File: config.mk
export PLATFORM = sky130hd
export DESIGN_NAME = modulator_cmd_frontend
export DESIGN_NICKNAME = d
export VERILOG_FILES = /design/src/rtl/modulator_pkg.sv /design/src/rtl/level_debouncer.sv /design/src/rtl/modulator_cmd_frontend.sv
export SDC_FILE = /design/constraint.sdc
export NUM_CORES = 1
export LEC_CHECK = 0
export ABC_AREA = 1
export CORE_ASPECT_RATIO = 0.5
export CORE_MARGIN = 10
export CORE_UTILIZATION = 52
export DETAILED_ROUTE_END_ITERATION = 10
export PLACE_DENSITY = 0.79
export SLEW_MARGIN = 20
export SYNTH_ARGS = -nofsm -noshare
export SYNTH_HDL_FRONTEND = slang
export SYNTH_HIERARCHICAL = 1
export SYNTH_SLANG_ARGS = --single-unit
File: constraint.sdc
create_clock -name clk -period 1.7 [get_ports clk]
set_input_delay 0.425 -clock clk [delete_from_list [all_inputs] [get_ports clk]]
set_output_delay 0.425 -clock clk [all_outputs]
set_load 0.005 [all_outputs]
File: src/rtl/modulator_pkg.sv
// Shared definitions for the modulator command path: front-end FSM states
// and the default message/cnt widths used by the front end and the modulator.
package modulator_pkg;

  localparam int MSG_W_DEF = 5;
  localparam int CNT_W_DEF = 3;

  typedef enum logic [2:0] {
    ST_IDLE       = 3'd0,
    ST_PRESS_QUAL = 3'd1,
    ST_ISSUE      = 3'd2,
    ST_LOCKOUT    = 3'd3,
    ST_REL_QUAL   = 3'd4
  } fe_state_e;

endpackage

File: src/rtl/level_debouncer.sv
// Two-flop synchroniser plus a stable-count qualifier. The owner chooses the
// level to qualify (target) and may hold the count at zero (restart);
// stable_level is high on the cycle in which btn_s has matched target for
// DEBOUNCE_CYCLES consecutive cycles.
module level_debouncer #(
  parameter int DEBOUNCE_CYCLES = 16
) (
  input  logic clk,
  input  logic rst,
  input  logic din,
  input  logic target,
  input  logic restart,
  output logic btn_s,
  output logic stable_level
);

  localparam int CW = $clog2(DEBOUNCE_CYCLES + 1);
  localparam logic [CW-1:0] CNT_LAST = CW'(DEBOUNCE_CYCLES - 1);
  localparam logic [CW-1:0] CNT_SAT  = CW'(DEBOUNCE_CYCLES);
  localparam logic [CW-1:0] CNT_ONE  = CW'(1);

  if (DEBOUNCE_CYCLES < 1) begin : g_bad_debounce
    $error("level_debouncer: DEBOUNCE_CYCLES must be >= 1");
  end

  logic [1:0]    sync_q, sync_d;
  logic [CW-1:0] dcnt_q, dcnt_d;

  assign btn_s        = sync_q[1];
  assign stable_level = (btn_s == target) && (dcnt_q == CNT_LAST);

  // Next-state: shift the synchroniser and run the saturating stable counter.
  always_comb begin
    sync_d = {sync_q[0], din};
    dcnt_d = '0;
    if (!restart && (btn_s == target)) begin
      dcnt_d = (dcnt_q == CNT_SAT) ? dcnt_q : dcnt_q + CNT_ONE;
    end
  end

  // Register synchroniser and counter; active-low synchronous reset.
  always_ff @(posedge clk) begin
    if (!rst) begin
      sync_q <= '0;
      dcnt_q <= '0;
    end else begin
      sync_q <= sync_d;
      dcnt_q <= dcnt_d;
    end
  end

endmodule

File: src/rtl/modulator_cmd_frontend.sv
// Board-input front end for the modulator: debounces the send button, issues
// one send pulse per press with the switch settings latched on the same edge,
// then holds busy through a lockout and waits for a clean release.
module modulator_cmd_frontend
  import modulator_pkg::*;
#(
  parameter int DEBOUNCE_CYCLES = 16,
  parameter int LOCKOUT_CYCLES  = 2048,
  parameter int MSG_W           = MSG_W_DEF,
  parameter int CNT_W           = CNT_W_DEF
) (
  input  logic             clk,
  input  logic             rst,
  input  logic             send_btn,
  input  logic             mode_sw,
  input  logic [MSG_W-1:0] message_sw,
  input  logic [CNT_W-1:0] cnt_sw,
  output logic             send,
  output logic             mode,
  output logic [MSG_W-1:0] message,
  output logic [CNT_W-1:0] cnt,
  output logic             busy
);

  localparam int LW = $clog2(LOCKOUT_CYCLES + 1);
  localparam logic [LW-1:0] LOCK_LAST = LW'(LOCKOUT_CYCLES - 1);
  localparam logic [LW-1:0] LOCK_ONE  = LW'(1);

  if (LOCKOUT_CYCLES < 1) begin : g_bad_lockout
    $error("modulator_cmd_frontend: LOCKOUT_CYCLES must be >= 1");
  end

  fe_state_e        state_q, state_d;
  logic [LW-1:0]    lock_q, lock_d;
  logic             send_q, send_d;
  logic             busy_q, busy_d;
  logic             mode_q, mode_d;
  logic [MSG_W-1:0] message_q, message_d;
  logic [CNT_W-1:0] cnt_q, cnt_d;

  logic btn_s;
  logic qualified;
  logic qual_target;
  logic qual_restart;

  level_debouncer #(
    .DEBOUNCE_CYCLES(DEBOUNCE_CYCLES)
  ) u_debouncer (
    .clk         (clk),
    .rst         (rst),
    .din         (send_btn),
    .target      (qual_target),
    .restart     (qual_restart),
    .btn_s       (btn_s),
    .stable_level(qualified)
  );

  // FSM next-state; send/busy are decoded from the next state so they are
  // registered and line up with the latched switch values.
  always_comb begin
    state_d      = state_q;
    lock_d       = '0;
    send_d       = 1'b0;
    busy_d       = 1'b0;
    mode_d       = mode_q;
    message_d    = message_q;
    cnt_d        = cnt_q;
    qual_target  = 1'b1;
    qual_restart = 1'b1;
    case (state_q)
      ST_IDLE: begin
        if (btn_s) state_d = ST_PRESS_QUAL;
      end
      ST_PRESS_QUAL: begin
        qual_restart = 1'b0;
        if (!btn_s) begin
          state_d = ST_IDLE;
        end else if (qualified) begin
          state_d   = ST_ISSUE;
          send_d    = 1'b1;
          busy_d    = 1'b1;
          mode_d    = mode_sw;
          message_d = message_sw;
          cnt_d     = cnt_sw;
        end
      end
      ST_ISSUE: begin
        state_d = ST_LOCKOUT;
        busy_d  = 1'b1;
      end
      ST_LOCKOUT: begin
        if (lock_q == LOCK_LAST) begin
          state_d = ST_REL_QUAL;
        end else begin
          lock_d = lock_q + LOCK_ONE;
          busy_d = 1'b1;
        end
      end
      ST_REL_QUAL: begin
        qual_restart = 1'b0;
        qual_target  = 1'b0;
        if (qualified) state_d = ST_IDLE;
      end
      default: state_d = ST_IDLE;
    endcase
  end

  // State, counter and output registers; reset clears everything at once.
  always_ff @(posedge clk) begin
    if (!rst) begin
      state_q   <= ST_IDLE;
      lock_q    <= '0;
      send_q    <= 1'b0;
      busy_q    <= 1'b0;
      mode_q    <= 1'b0;
      message_q <= '0;
      cnt_q     <= '0;
    end else begin
      state_q   <= state_d;
      lock_q    <= lock_d;
      send_q    <= send_d;
      busy_q    <= busy_d;
      mode_q    <= mode_d;
      message_q <= message_d;
      cnt_q     <= cnt_d;
    end
  end

  assign send    = send_q;
  assign busy    = busy_q;
  assign mode    = mode_q;
  assign message = message_q;
  assign cnt     = cnt_q;

endmodule
* Yosys cells after proc, flatten, opt, wreduce, memory -nomap -nowiden
Index checks and enable logic that the tools add are counted.
** Storage, ports and cells
- Bits in registers :: 33
- Input bits :: 12
- Output and inout bits :: 11
- Logic and storage cells :: 45
** Operators by class
- Add/sub/neg operators :: 2
- Equal/unequal tests :: 12
- Muxes and demuxes :: 11
- Bitwise operators :: 2
- Reduce and logical (&&, ||, !) cells :: 9
** Operator list (number)
- 2-to-1 mux 3 bit :: 5
- one-hot mux 3 bit (5 select lines) :: 1
- adder 12 x 1 -> 12 bit, second input constant :: 1
- equality test 12 x 11 -> 1 bit, second input constant :: 1
- equality test 3 x 2 -> 1 bit, second input constant :: 2
- adder 5 x 1 -> 5 bit, second input constant :: 1
- equality test 5 x 4 -> 1 bit, second input constant :: 1
- equality test 5 bit, second input constant :: 1
- 2-to-1 mux 1 bit :: 4
- inequality test 2 bit, second input constant :: 2
- AND reduction 2 bit :: 2
- AND reduction 4 bit :: 1
- equality test 3 x 1 -> 1 bit, second input constant :: 1
- equality test 3 bit, second input constant :: 1
- zero test 3 bit :: 1
- inequality test 3 bit, second input constant :: 1
- one-hot mux 1 bit (3 select lines) :: 1
- AND reduction 3 bit :: 1
- OR reduction 3 bit :: 1
- logical AND 1 bit :: 2
- inequality test 2 x 1 -> 1 bit, second input constant :: 1
- NOT 1 bit :: 2
- OR reduction 2 bit :: 1
- equality test 1 bit :: 1

* Longest topological paths before layout
Gate-level depths: netlist of the first run.
- Depth after elaboration :: 7
- Depth in mapped cells :: 10
- Gate-level depth less buffers :: 10

* By module
The synthesis of the first run kept the hierarchy.
** Modules (own cells, without submodules)
- modulator_cmd_frontend :: instances 1, cells each 152, area an instance 1149.9 um^2
- level_debouncer :: instances 1, cells each 46, area an instance 341.6 um^2

* Worst setup path after synthesis of the first run
Ideal clock, no wire load.
- Path kind :: register -> register
- Start :: reg u_debouncer.dcnt_q[0]
- End :: reg cnt_q[0] (netlist: cnt[0])
- Library setup time :: 0.116 ns
- Data arrival time :: 1.390 ns
- Data required time :: 1.584 ns
- Setup slack :: 0.194 ns
- Cell stages (with the launch flop) :: 11
- Clock period less this slack :: 1.506 ns
- Cell sequence :: dfxtp_1 -> ha_1 -> nand2_1 -> nor2_1 -> ha_1 -> and3_1 -> inv_1 -> nor2_2 -> buf_4 -> o21ai_0 -> nor2_1
** Between the ends
- Longest elaborated chain between the ends :: 3
** RTL lines
- start: declaration :: line level_debouncer.sv:27 : logic [CW-1:0] dcnt_q, dcnt_d;
- start signal: assignment :: line level_debouncer.sv:48 : dcnt_q <= dcnt_d;
- equality test 5 x 4 -> 1 bit :: line level_debouncer.sv:30 : assign stable_level = (btn_s == target) && (dcnt_q == CNT_LAST);
- logical AND 1 bit :: line level_debouncer.sv:30
- net qualified :: line modulator_cmd_frontend.sv:42 : logic qualified;
- AND reduction 3 bit (no line)
- end signal: assignment :: line modulator_cmd_frontend.sv:125 : cnt_q <= cnt_d;
- end: declaration :: line modulator_cmd_frontend.sv:39 : logic [CNT_W-1:0] cnt_q, cnt_d;
The timed path passes the listed nets, and every way through them passes these cells.
A chain may end at the register's enable or synchronous reset.

* Final worst setup path of the first run
- Start :: reg u_debouncer.dcnt_q[0]
- End :: reg message_q[1] (netlist: message[1])
** Between the ends
- Longest elaborated chain between the ends :: 3
** RTL lines
- equality test 5 x 4 -> 1 bit :: line level_debouncer.sv:30
- logical AND 1 bit :: line level_debouncer.sv:30
- net qualified :: line modulator_cmd_frontend.sv:42
- AND reduction 3 bit (no line)
- end signal: assignment :: line modulator_cmd_frontend.sv:124 : message_q <= message_d;
- end: declaration :: line modulator_cmd_frontend.sv:38 : logic [MSG_W-1:0] message_q, message_d;
The timed path passes the listed nets, and every way through them passes these cells.

==> impl_metrics.csv, run 1 <==
group,metric,value,unit
final_layout,final_common_cell,"nor2_1",
clocking,cts_sinks,33,
clocking,cts_max_level,2,
clocking,hold_buffers,0,
final_layout,most-common-layout-cells,"nor2_1, nand2_1, dfxtp_1",
clocking,cts_max_path_buffers,2,
place,place_ws,-0.0198,ns
place,port_buffers,22,
clocking,cts_tree,"built",
timing,hold_ws,0.424,ns
worst_setup_path,reg2reg_depth,10,
final_layout,diodes,0,
final_layout,finalNetCount,245,
die,rows,13,
synthesis,syn_inst,198,
clocking,clkTransAtPathRegs,0.07,ns
route,dr.pass1.iters,4,
synthesis,synth_area,1490,sq um
pwr,pwr-share-clk,39.4,%
worst_setup_path,worstSetupStartpointType,"register",
timing,finalHoldViolCount,0,
route,wire_per_inst,12.0,um
pwr,cellPowerDensity,1000,nW/um^2
die,dieArea,5540,sq um
worst_setup_path,crit_arrival,1.85,ns
timing,min_period_over_period,95.6,%
pwr,p_sw_share,27.2,%
final_layout,fin_cells,267,
final_layout,syn2layout_area_growth,29.7,%
synthesis,seq_area_frac_synth,44.3,%
clocking,cts_buffers,5,
route,ant_nets,0,
pwr,combPwrFrac,16.7,%
grt,antenna_found_initial,0,
timing,worstMarginPinSlew,0.278,ns
timing,fmax,615,MHz
grt,grt_overflow_total,0,
grt,grt_usage,11.6,%
place,place_hpwl,2330,um
synthesis,synth_cell_types,28,
route,vias,1305,
synthesis,avgSynthCellArea,7.53,sq um
timing,fin_ws,0.0752,ns
pwr,leakagePower,0.725,nW
pwr,peakVddDrop,480,uV
place,gp_congestion,0.770,
place,postPlaceCellArea,1760,sq um
synthesis,synth_nets,214,
grt,grt_pass1_vias,1136,
route,drt_iter0_drc,45,
final_layout,layout-drive-gt1-share,19.1,%
worst_setup_path,worstSetupPathType,"reg -> reg",
worst_setup_path,worstPathMaxFanout,5,
route,drc,0,
die,die_w,95.7,um
final_layout,num-fill-cells,211,
die,core-area,2670,sq um
status,status,"finished clean",
pwr,totalPowerFinal,1.93,mW
worst_setup_path,required,1.92,ns
timing,tns,0,ns
pwr,p_sw,0.526,mW
synthesis,yosysWarnings,6,
route,finalWirelength,3210,um
min_path,hold_path_class,"reg -> reg",
clocking,clk_latency,0.28,ns
timing,setup_violations,0,
die,ios,23,
grt,grt_max_degree,13,
route,vias_per_cell,4.89,
clocking,root_buffer,"clkbuf_8",
synthesis,ys_ff_latch,33,
pwr,seqPwrFrac,43.9,%
final_layout,utilization,72.5,%
timing,maxSlewHeadroom,81.4,%
pwr,p_int,1.41,mW
place,placed_cells,257,
final_layout,finalInstanceArea,1930,sq um
die,die_h,57.9,um
worst_setup_path,end_kind,"register",
flow_run,cap_viol_max_count,0,
die,start_util,55.9,%
timing,clock_skew,0.00466,ns
timing,min_period,1.62,ns
timing,drv_slew,0,
min_path,min_path_cells,2,
grt,grt_pass1_wl,5060,um
==> power groups by stage <==
stage,Clock (mW),Sequential (mW),Combinational (mW)
final,0.762,0.849,0.322
after global routing,0.808,0.855,0.366
after floorplan,0,0.855,0.235
after global placement,0,0.860,0.292
after detailed placement,0,0.863,0.308
after CTS,0.774,0.847,0.309
==> worst max-delay path, stage by stage (launching register included) <==
cell and delay, ns:
dfxtp_4 0.37, ha_4 0.14, nand2_2 0.06, nor2_1 0.12, ha_2 0.18, and3_4 0.19, inv_2 0.04, nor2_4 0.13
buf_4 0.16, o21ai_0 0.08, nor2_1 0.09
==> cells in the mapped netlist, drive strengths merged <==
cell	number	area, sq um
nand2	37	144
nor2	45	191
dfxtp	33	661
nand3b	1	7.51
xor2	1	8.76
o21ai	10	50.1
nor3b	2	15.0
nor3	2	15.0
and3	1	6.26
buf	3	22.5
nand4	2	12.5
xnor2	1	8.76
nand3	14	95.1
or2	2	12.5
a21oi	15	97.6
ha	4	50.1
inv	25	93.8
==> path summary, 6_finish.rpt <==
kind                                             from               endpoint  slack [ns]
worst max-delay path            u_debouncer/dcnt_q[0]             message[1]        0.08
worst min-delay path            u_debouncer/sync_q[0]  u_debouncer/sync_q[1]        0.42
worst max register to register  u_debouncer/dcnt_q[0]             message[1]        0.08
worst min register to register  u_debouncer/sync_q[0]  u_debouncer/sync_q[1]        0.42
==> area by class of cell <==
class                      count  area (sq um)  share of cell area [%]
timing repair buffer          27           262                    13.5
sequential                    33           666                    34.4
inverter                      25          96.3                    4.98
multi-input combinational    137           748                    38.7
clock buffer                   7          86.3                    4.46
clock inverter                 1          30.0                    1.55
tap                           37          46.3                    2.39
==> per-layer routing <==
metal  part of all wire (%)  track usage, %
met5                      0               0
met1                     46            12.6
met4                    1.9            5.64
met2                     48            20.0
met3                    4.3            3.98
==> registers in the layout, indices dropped and copies added (netlist names) <==
name                cells
lock_q                 12
message                 5
u_debouncer/dcnt_q      5
cnt                     3
state_q                 3
u_debouncer/sync_q      2
busy                    1
mode                    1
send                    1
==> what timing repair did <==
| item | in CTS | in global routing |
|---|---|---|
| setup buffers | 0 | 1 |
| pin swaps | 0 | 5 |
| gates resized for setup | 2 | 17 |
| endpoints found under the setup margin | 11 | 13 |
| cloned | 0 | 1 |
==> kinds of logic after synthesis <==
family / share of synthesized area, %
AND/OR/NAND/NOR: 33.5
adder cells (fa/ha/maj): 3.36
buffers and inverters: 7.80
AO/OA/AOI/OAI: 9.90
XOR/XNOR: 1.17
flip-flops: 44.3
Note: power is estimated with default switching activity, not from simulation.
==> inputs of run 2 (changes only) <==
--- a/config.mk
+++ b/config.mk
@@ -6,11 +6,12 @@
 export NUM_CORES = 1
 export LEC_CHECK = 0
 export ABC_AREA = 1
-export CORE_ASPECT_RATIO = 0.5
+export CELL_PAD_IN_SITES_DETAIL_PLACEMENT = 0
+export CELL_PAD_IN_SITES_GLOBAL_PLACEMENT = 1
 export CORE_MARGIN = 10
-export CORE_UTILIZATION = 52
+export CORE_UTILIZATION = 38
 export DETAILED_ROUTE_END_ITERATION = 10
-export PLACE_DENSITY = 0.79
+export PLACE_DENSITY = 0.8
 export SLEW_MARGIN = 20
 export SYNTH_ARGS = -nofsm -noshare
 export SYNTH_HDL_FRONTEND = slang
==> impl_metrics.csv, run 2 (same netlist as run 1, synthesis figures left out) <==
group,metric,value,unit
final_layout,largest_reg_flops,12,
worst_setup_path,worstPathMaxFanout,6,
route,wire_per_inst,10.8,um
clocking,clkTransAtPathRegs,0.06,ns
clocking,clk_latency,0.28,ns
timing,finalHoldViolCount,0,
worst_setup_path,worstSetupStartpointType,"register",
final_layout,most-common-layout-cells,"nor2_1, nand2_1, dfxtp_1",
timing,worstMarginPinSlew,0.292,ns
pwr,p_sw,0.492,mW
timing,setup_violations,0,
flow_run,cap_viol_max_count,0,
die,dieArea,6830,sq um
worst_setup_path,slowest_stage,"dfxtp_2",
worst_setup_path,cp_top_family,"simple AND/OR/NAND/NOR gates",
die,ios,23,
timing,rsz0062_at_grt,"false",
final_layout,syn2layout_area_growth,28.9,%
grt,grt_pass1_vias,1159,
route,drc,0,
final_layout,diodes,0,
final_layout,utilization,51.8,%
worst_setup_path,required,1.92,ns
route,vias,1233,
status,status,"finished clean",
final_layout,num-fill-cells,376,
grt,antenna_found_initial,0,
final_layout,finalNetCount,246,
worst_setup_path,worstSetupPathType,"reg -> reg",
worst_setup_path,crit_buf_inv,2,
place,placed_cells,270,
worst_setup_path,crit_top_cell,"nor2_1",
timing,drv_slew,0,
pwr,p_sw_share,28.2,%
die,rows,22,
grt,grt_overflow_total,0,
pwr,pwr-share-clk,33.3,%
worst_setup_path,cpPeakStageDelay,0.35,ns
pwr,combPwrFrac,18.3,%
pwr,peakVddDrop,430,uV
place,place_ws,0.0863,ns
grt,grt_pass1_wl,5060,um
route,dr.pass1.iters,4,
die,core-area,3720,sq um
grt,grt_usage,9.58,%
timing,hold_ws,0.421,ns
min_path,hold_path_class,"reg -> reg",
pwr,cellPowerDensity,908,nW/um^2
worst_setup_path,worstPathCellList,"ha_4 > nand2_1 > nor2_1 > ha_2 > and3_4 > inv_2 > nor2_4 > buf_6 > o21ai_1 > nor2_1",
clocking,cts_max_level,2,
place,port_buffers,22,
timing,fmax,642,MHz
timing,fin_ws,0.143,ns
route,finalWirelength,3020,um
clocking,cts_max_path_buffers,2,
die,die_w,82.7,um
clocking,hold_buffers,0,
route,ant_nets,0,
final_layout,multiInputGateArea,744,sq um
clocking,cts_buffers,5,
final_layout,regMostFlops,"lock_q",
die,die_h,82.7,um
final_layout,final_common_cell,"nor2_1",
place,gp_congestion,0.721,
clocking,cts_sinks,33,
route,vias_per_cell,4.44,
final_layout,layout-drive-gt1-share,18.7,%
final_layout,fin_cells,278,
place,place_hpwl,2220,um
timing,min_period_over_period,91.6,%
timing,tns,0,ns
worst_setup_path,end_kind,"register",
pwr,seqPwrFrac,48.4,%
timing,min_period,1.56,ns
clocking,cts_tree,"built",
grt,grt_max_degree,15,
route,drt_iter0_drc,60,
timing,clock_skew,0.00154,ns
final_layout,regArea,663,sq um
worst_setup_path,crit_arrival,1.77,ns
timing,maxSlewHeadroom,80.5,%
pwr,leakagePower,0.715,nW
die,start_util,40.1,%
pwr,p_int,1.25,mW
clocking,root_buffer,"clkbuf_8",
[run 2: cell count changes in the layout (fill, tap and decap cells not counted), sizes merged]
cell / change
bufinv: -1
buf: +1
[run 2: final timing paths]
| check | from | slack [ns] | endpoint | cells past startpoint |
|---|---|---|---|---|
| worst min register to register | u_debouncer/sync_q[0] | 0.42 | u_debouncer/sync_q[1] | 2 |
| worst max register to register | u_debouncer/dcnt_q[1] | 0.14 | message[1] | 10 |
| worst max-delay path | u_debouncer/dcnt_q[1] | 0.14 | message[1] | 10 |
| worst min-delay path | u_debouncer/sync_q[0] | 0.42 | u_debouncer/sync_q[1] | 2 |
[run 2: per-layer routing]
layer	up-vias	track usage, %	routed length, um
li1	685	-	-
met1	533	11.7	1430
met2	10	14.2	1450
met3	5	4.32	94
met4	0	4.01	36
met5	-	0	0
[run 2: area by class of cell]
type,count,area share [%]
multi-input cells,137,38.7
flip-flops and latches,33,34.5
repair buffers,28,14.2
inverters,25,5.01
clock buffers,7,4.49
well taps,48,3.12
[run 2: timing repair]
item | in CTS | in global routing
setup endpoints to repair | 0 | 12
resized for setup | 0 | 15
setup buffers | 0 | 1
[run 2: power groups by stage]
stage                     logic, mW  clock network, mW  registers [mW]
after floorplan               0.235                  0           0.855
after global placement        0.311                  0           0.859
after detailed placement      0.308                  0           0.859
after CTS                     0.310              0.600           0.842
after global routing          0.373              0.634           0.851
final                         0.319              0.582           0.845
[run 2: worst min-delay path: stages (launching register included)]
cell	delay (ns)
dfxtp_1	0.31
nand2_1	0.05
inv_1	0.04
[run 2: metrics by stage]
stage | instance area (sq um) | power [mW]
floorplan | 1490 | 1.09
global placement | 1790 | 1.17
detailed placement | 1790 | 1.17
CTS | 1870 | 1.75
finish | 1920 | 1.75
global route | 1920 | 1.86
==> inputs of run 3 (changes only) <==
--- a/config.mk
+++ b/config.mk
@@ -9,11 +9,10 @@
 export CELL_PAD_IN_SITES_DETAIL_PLACEMENT = 0
 export CELL_PAD_IN_SITES_GLOBAL_PLACEMENT = 1
 export CORE_MARGIN = 10
-export CORE_UTILIZATION = 38
+export CORE_UTILIZATION = 37
 export DETAILED_ROUTE_END_ITERATION = 10
-export PLACE_DENSITY = 0.8
+export PLACE_DENSITY = 0.78
 export SLEW_MARGIN = 20
 export SYNTH_ARGS = -nofsm -noshare
 export SYNTH_HDL_FRONTEND = slang
-export SYNTH_HIERARCHICAL = 1
 export SYNTH_SLANG_ARGS = --single-unit
==> impl_metrics.csv, run 3 <==
group,metric,value,unit
worst_setup_path,end_kind,"register",
worst_setup_path,worstSetupStartpointType,"register",
place,place_ws,0.0947,ns
final_layout,layout-drive-gt1-share,11.4,%
worst_setup_path,worstSetupPathType,"reg -> reg",
synthesis,synth_area,1380,sq um
grt,grt_overflow_total,0,
clocking,hold_buffers,0,
place,gp_congestion,0.779,
timing,setup_violations,0,
synthesis,synth_edf_count,0,
final_layout,num-fill-cells,382,
synthesis,avgSynthCellArea,7.72,sq um
final_layout,final_common_cell,"nor2_1",
pwr,seqPwrFrac,55.6,%
worst_setup_path,worstPathMaxFanout,10,
pwr,combPwrFrac,3.0,%
timing,maxSlewHeadroom,77.8,%
min_path,hold_path_class,"reg -> reg",
synthesis,synth_cell_types,25,
pwr,peakVddDrop,408,uV
min_path,min_path_cells,2,
pwr,p_sw,0.275,mW
pwr,leakagePower,0.674,nW
pwr,p_int,1.12,mW
synthesis,synth_top_area_share,47.8,%
route,vias,1214,
clocking,root_buffer,"clkbuf_8",
pwr,pwr-share-clk,41.4,%
clocking,clk_latency,0.28,ns
synthesis,yosysMostFrequentCell,"nor2_1",
place,port_buffers,22,
timing,fmax,639,MHz
die,dieArea,6580,sq um
grt,grt_pass1_wl,5020,um
synthesis,synth_nets,195,
route,dr.pass1.iters,4,
route,drt_iter0_drc,64,
die,core-area,3630,sq um
route,wire_per_inst,11.6,um
die,rows,22,
final_layout,regMostFlops,"lock_q",
synthesis,postSynth.asyncResetShare,0,%
clocking,cts_max_level,2,
die,ios,23,
timing,worstMarginPinSlew,0.331,ns
min_path,hp-start,"u_debouncer.sync_q[0]",
timing,drv_slew,0,
die,start_util,38.0,%
clocking,cts_sinks,33,
synthesis,synth_commonest_cells,"nor2_1, dfxtp_1, nand2_1",
grt,grt_pass1_vias,1207,
timing,rsz0062_at_grt,"true",
synthesis,synth_top_area_cell,"dfxtp_1",
clocking,clkTransAtPathRegs,0.06,ns
status,status,"finished clean",
timing,hold_ws,0.417,ns
pwr,p_sw_share,19.6,%
die,die_w,81.1,um
place,place_hpwl,2280,um
timing,fin_ws,0.135,ns
clocking,cts_max_path_buffers,2,
die,die_h,81.1,um
worst_setup_path,required,1.87,ns
synthesis,syn_inst,179,
clocking,cts_buffers,5,
synthesis,ys_ff_latch,33,
timing,clock_skew,0.00264,ns
worst_setup_path,r2r-end,"cnt[2]",
synthesis,seq_area_frac_synth,47.8,%
final_layout,finalNetCount,227,
worst_setup_path,reg2reg_from,"u_debouncer.dcnt_q[0]",
pwr,totalPowerFinal,1.40,mW
grt,grt_max_degree,14,
grt,antenna_found_initial,0,
route,vias_per_cell,4.69,
final_layout,largest_reg_flops,12,
worst_setup_path,r2r_slack,0.13,ns
route,finalWirelength,3000,um
synthesis,yosysWarnings,0,
flow_run,cap_viol_max_count,0,
timing,finalHoldViolCount,0,
final_layout,most-common-layout-cells,"nor2_1, nand2_1, dfxtp_1",
route,drc,0,
min_path,worstHoldEndpoint,"u_debouncer.sync_q[1]",
route,ant_nets,0,
timing,min_period_over_period,92.1,%
final_layout,diodes,0,
clocking,cts_tree,"built",
worst_setup_path,reg2reg_depth,9,
timing,min_period,1.57,ns
synthesis,synth_top_flop_cell,"dfxtp_1",
grt,grt_usage,9.77,%
pwr,cellPowerDensity,788,nW/um^2
worst_setup_path,crit_arrival,1.74,ns
final_layout,syn2layout_area_growth,28.5,%
synthesis,synthTopCellsByArea,"dfxtp_1, nor2_1, nand2_1",
-- run 3: cell count changes after synthesis, sizes merged, moves of 2 or more --
cell,change
nor2,-4
xor2,+2
a21oi,-6
xnor2,+2
nand3,-3
inv,-5
nor3,+2
nand2,-6
-- run 3: kinds of logic after synthesis --
kind of cell | Yosys count | share of synthesized area [%]
buffers and inverters | 23 | 6.88
AOI/OAI and AO/OA | 22 | 9.15
adders and majority gates | 4 | 3.62
DFF | 33 | 47.8
xor gates and xnor gates | 6 | 3.81
and+or+nand+nor | 91 | 28.7
-- run 3: routing by layer --
layer	wire length (um)	track usage, %	up-vias
li1	-	-	628
met3	225	4.86	7
met2	1430	17.1	25
met5	0	0	-
met4	78	5.71	0
met1	1270	9.04	554
-- run 3: cell type report --
class                   instances  area [sq um]  share of cell area (%)
repair buffers                 28           265                    14.9
clock buffers                   7          86.3                    4.86
inverters                      20          75.1                    4.23
flip-flops and latches         33           663                    37.4
well taps                      48          60.1                    3.38
multi-input cells             123           626                    35.2
-- run 3: repair_timing --
| item | in CTS | in global routing |
|---|---|---|
| gates resized for setup | 0 | 2 |
| buffers inserted | 0 | 1 |
| endpoints found under the setup margin | 0 | 9 |
-- run 3: power by group through the flow --
stage	registers, mW	logic, mW	clock network, mW
after floorplan	0.795	0.0107	0
after global placement	0.795	0.0404	0
after detailed placement	0.795	0.0416	0
after CTS	0.778	0.0418	0.606
after global routing	0.778	0.0449	0.632
final	0.778	0.0415	0.579
-- run 3: worst max path at each step --
| stage | start | end | slack [ns] | depth (start not counted) |
|---|---|---|---|---|
| 2_1_floorplan | u_debouncer.dcnt_q[0] | busy | 0.32 | 9 |
| 3_3_place_gp | u_debouncer.dcnt_q[0] | cnt[0] | 0.16 | 9 |
| 3_5_place_dp | u_debouncer.dcnt_q[0] | cnt[2] | 0.09 | 9 |
| 4_1_cts | u_debouncer.dcnt_q[0] | cnt[2] | 0.09 | 9 |
| 5_1_grt | u_debouncer.dcnt_q[0] | cnt[0] | -0.003 | 9 |
| 6_report | u_debouncer.dcnt_q[0] | cnt[2] | 0.13 | 9 |
-- run 3: worst max-delay path, cell delays in order (launching register included) --
cell and delay, ns:
dfxtp_2 0.35, ha_1 0.16, nand2_1 0.07, nor2_1 0.10, ha_1 0.17, nand3_2 0.12
nor2_4 0.19, inv_2 0.12, nor2_1 0.12, nor2_1 0.05
-- run 3: metrics by stage --
stage | instance area, sq um | TNS (ns) | util (%) | std cells
2_1_floorplan | 1380 | 0 | - | 179
3_3_place_gp | 1680 | 0 | 46.2 | 251
3_5_place_dp | 1680 | 0 | 46.2 | 251
4_1_cts | 1770 | 0 | 48.6 | 258
5_1_grt | 1780 | -0.00860 | 48.9 | 259
6_report | 1780 | 0 | 48.9 | 259
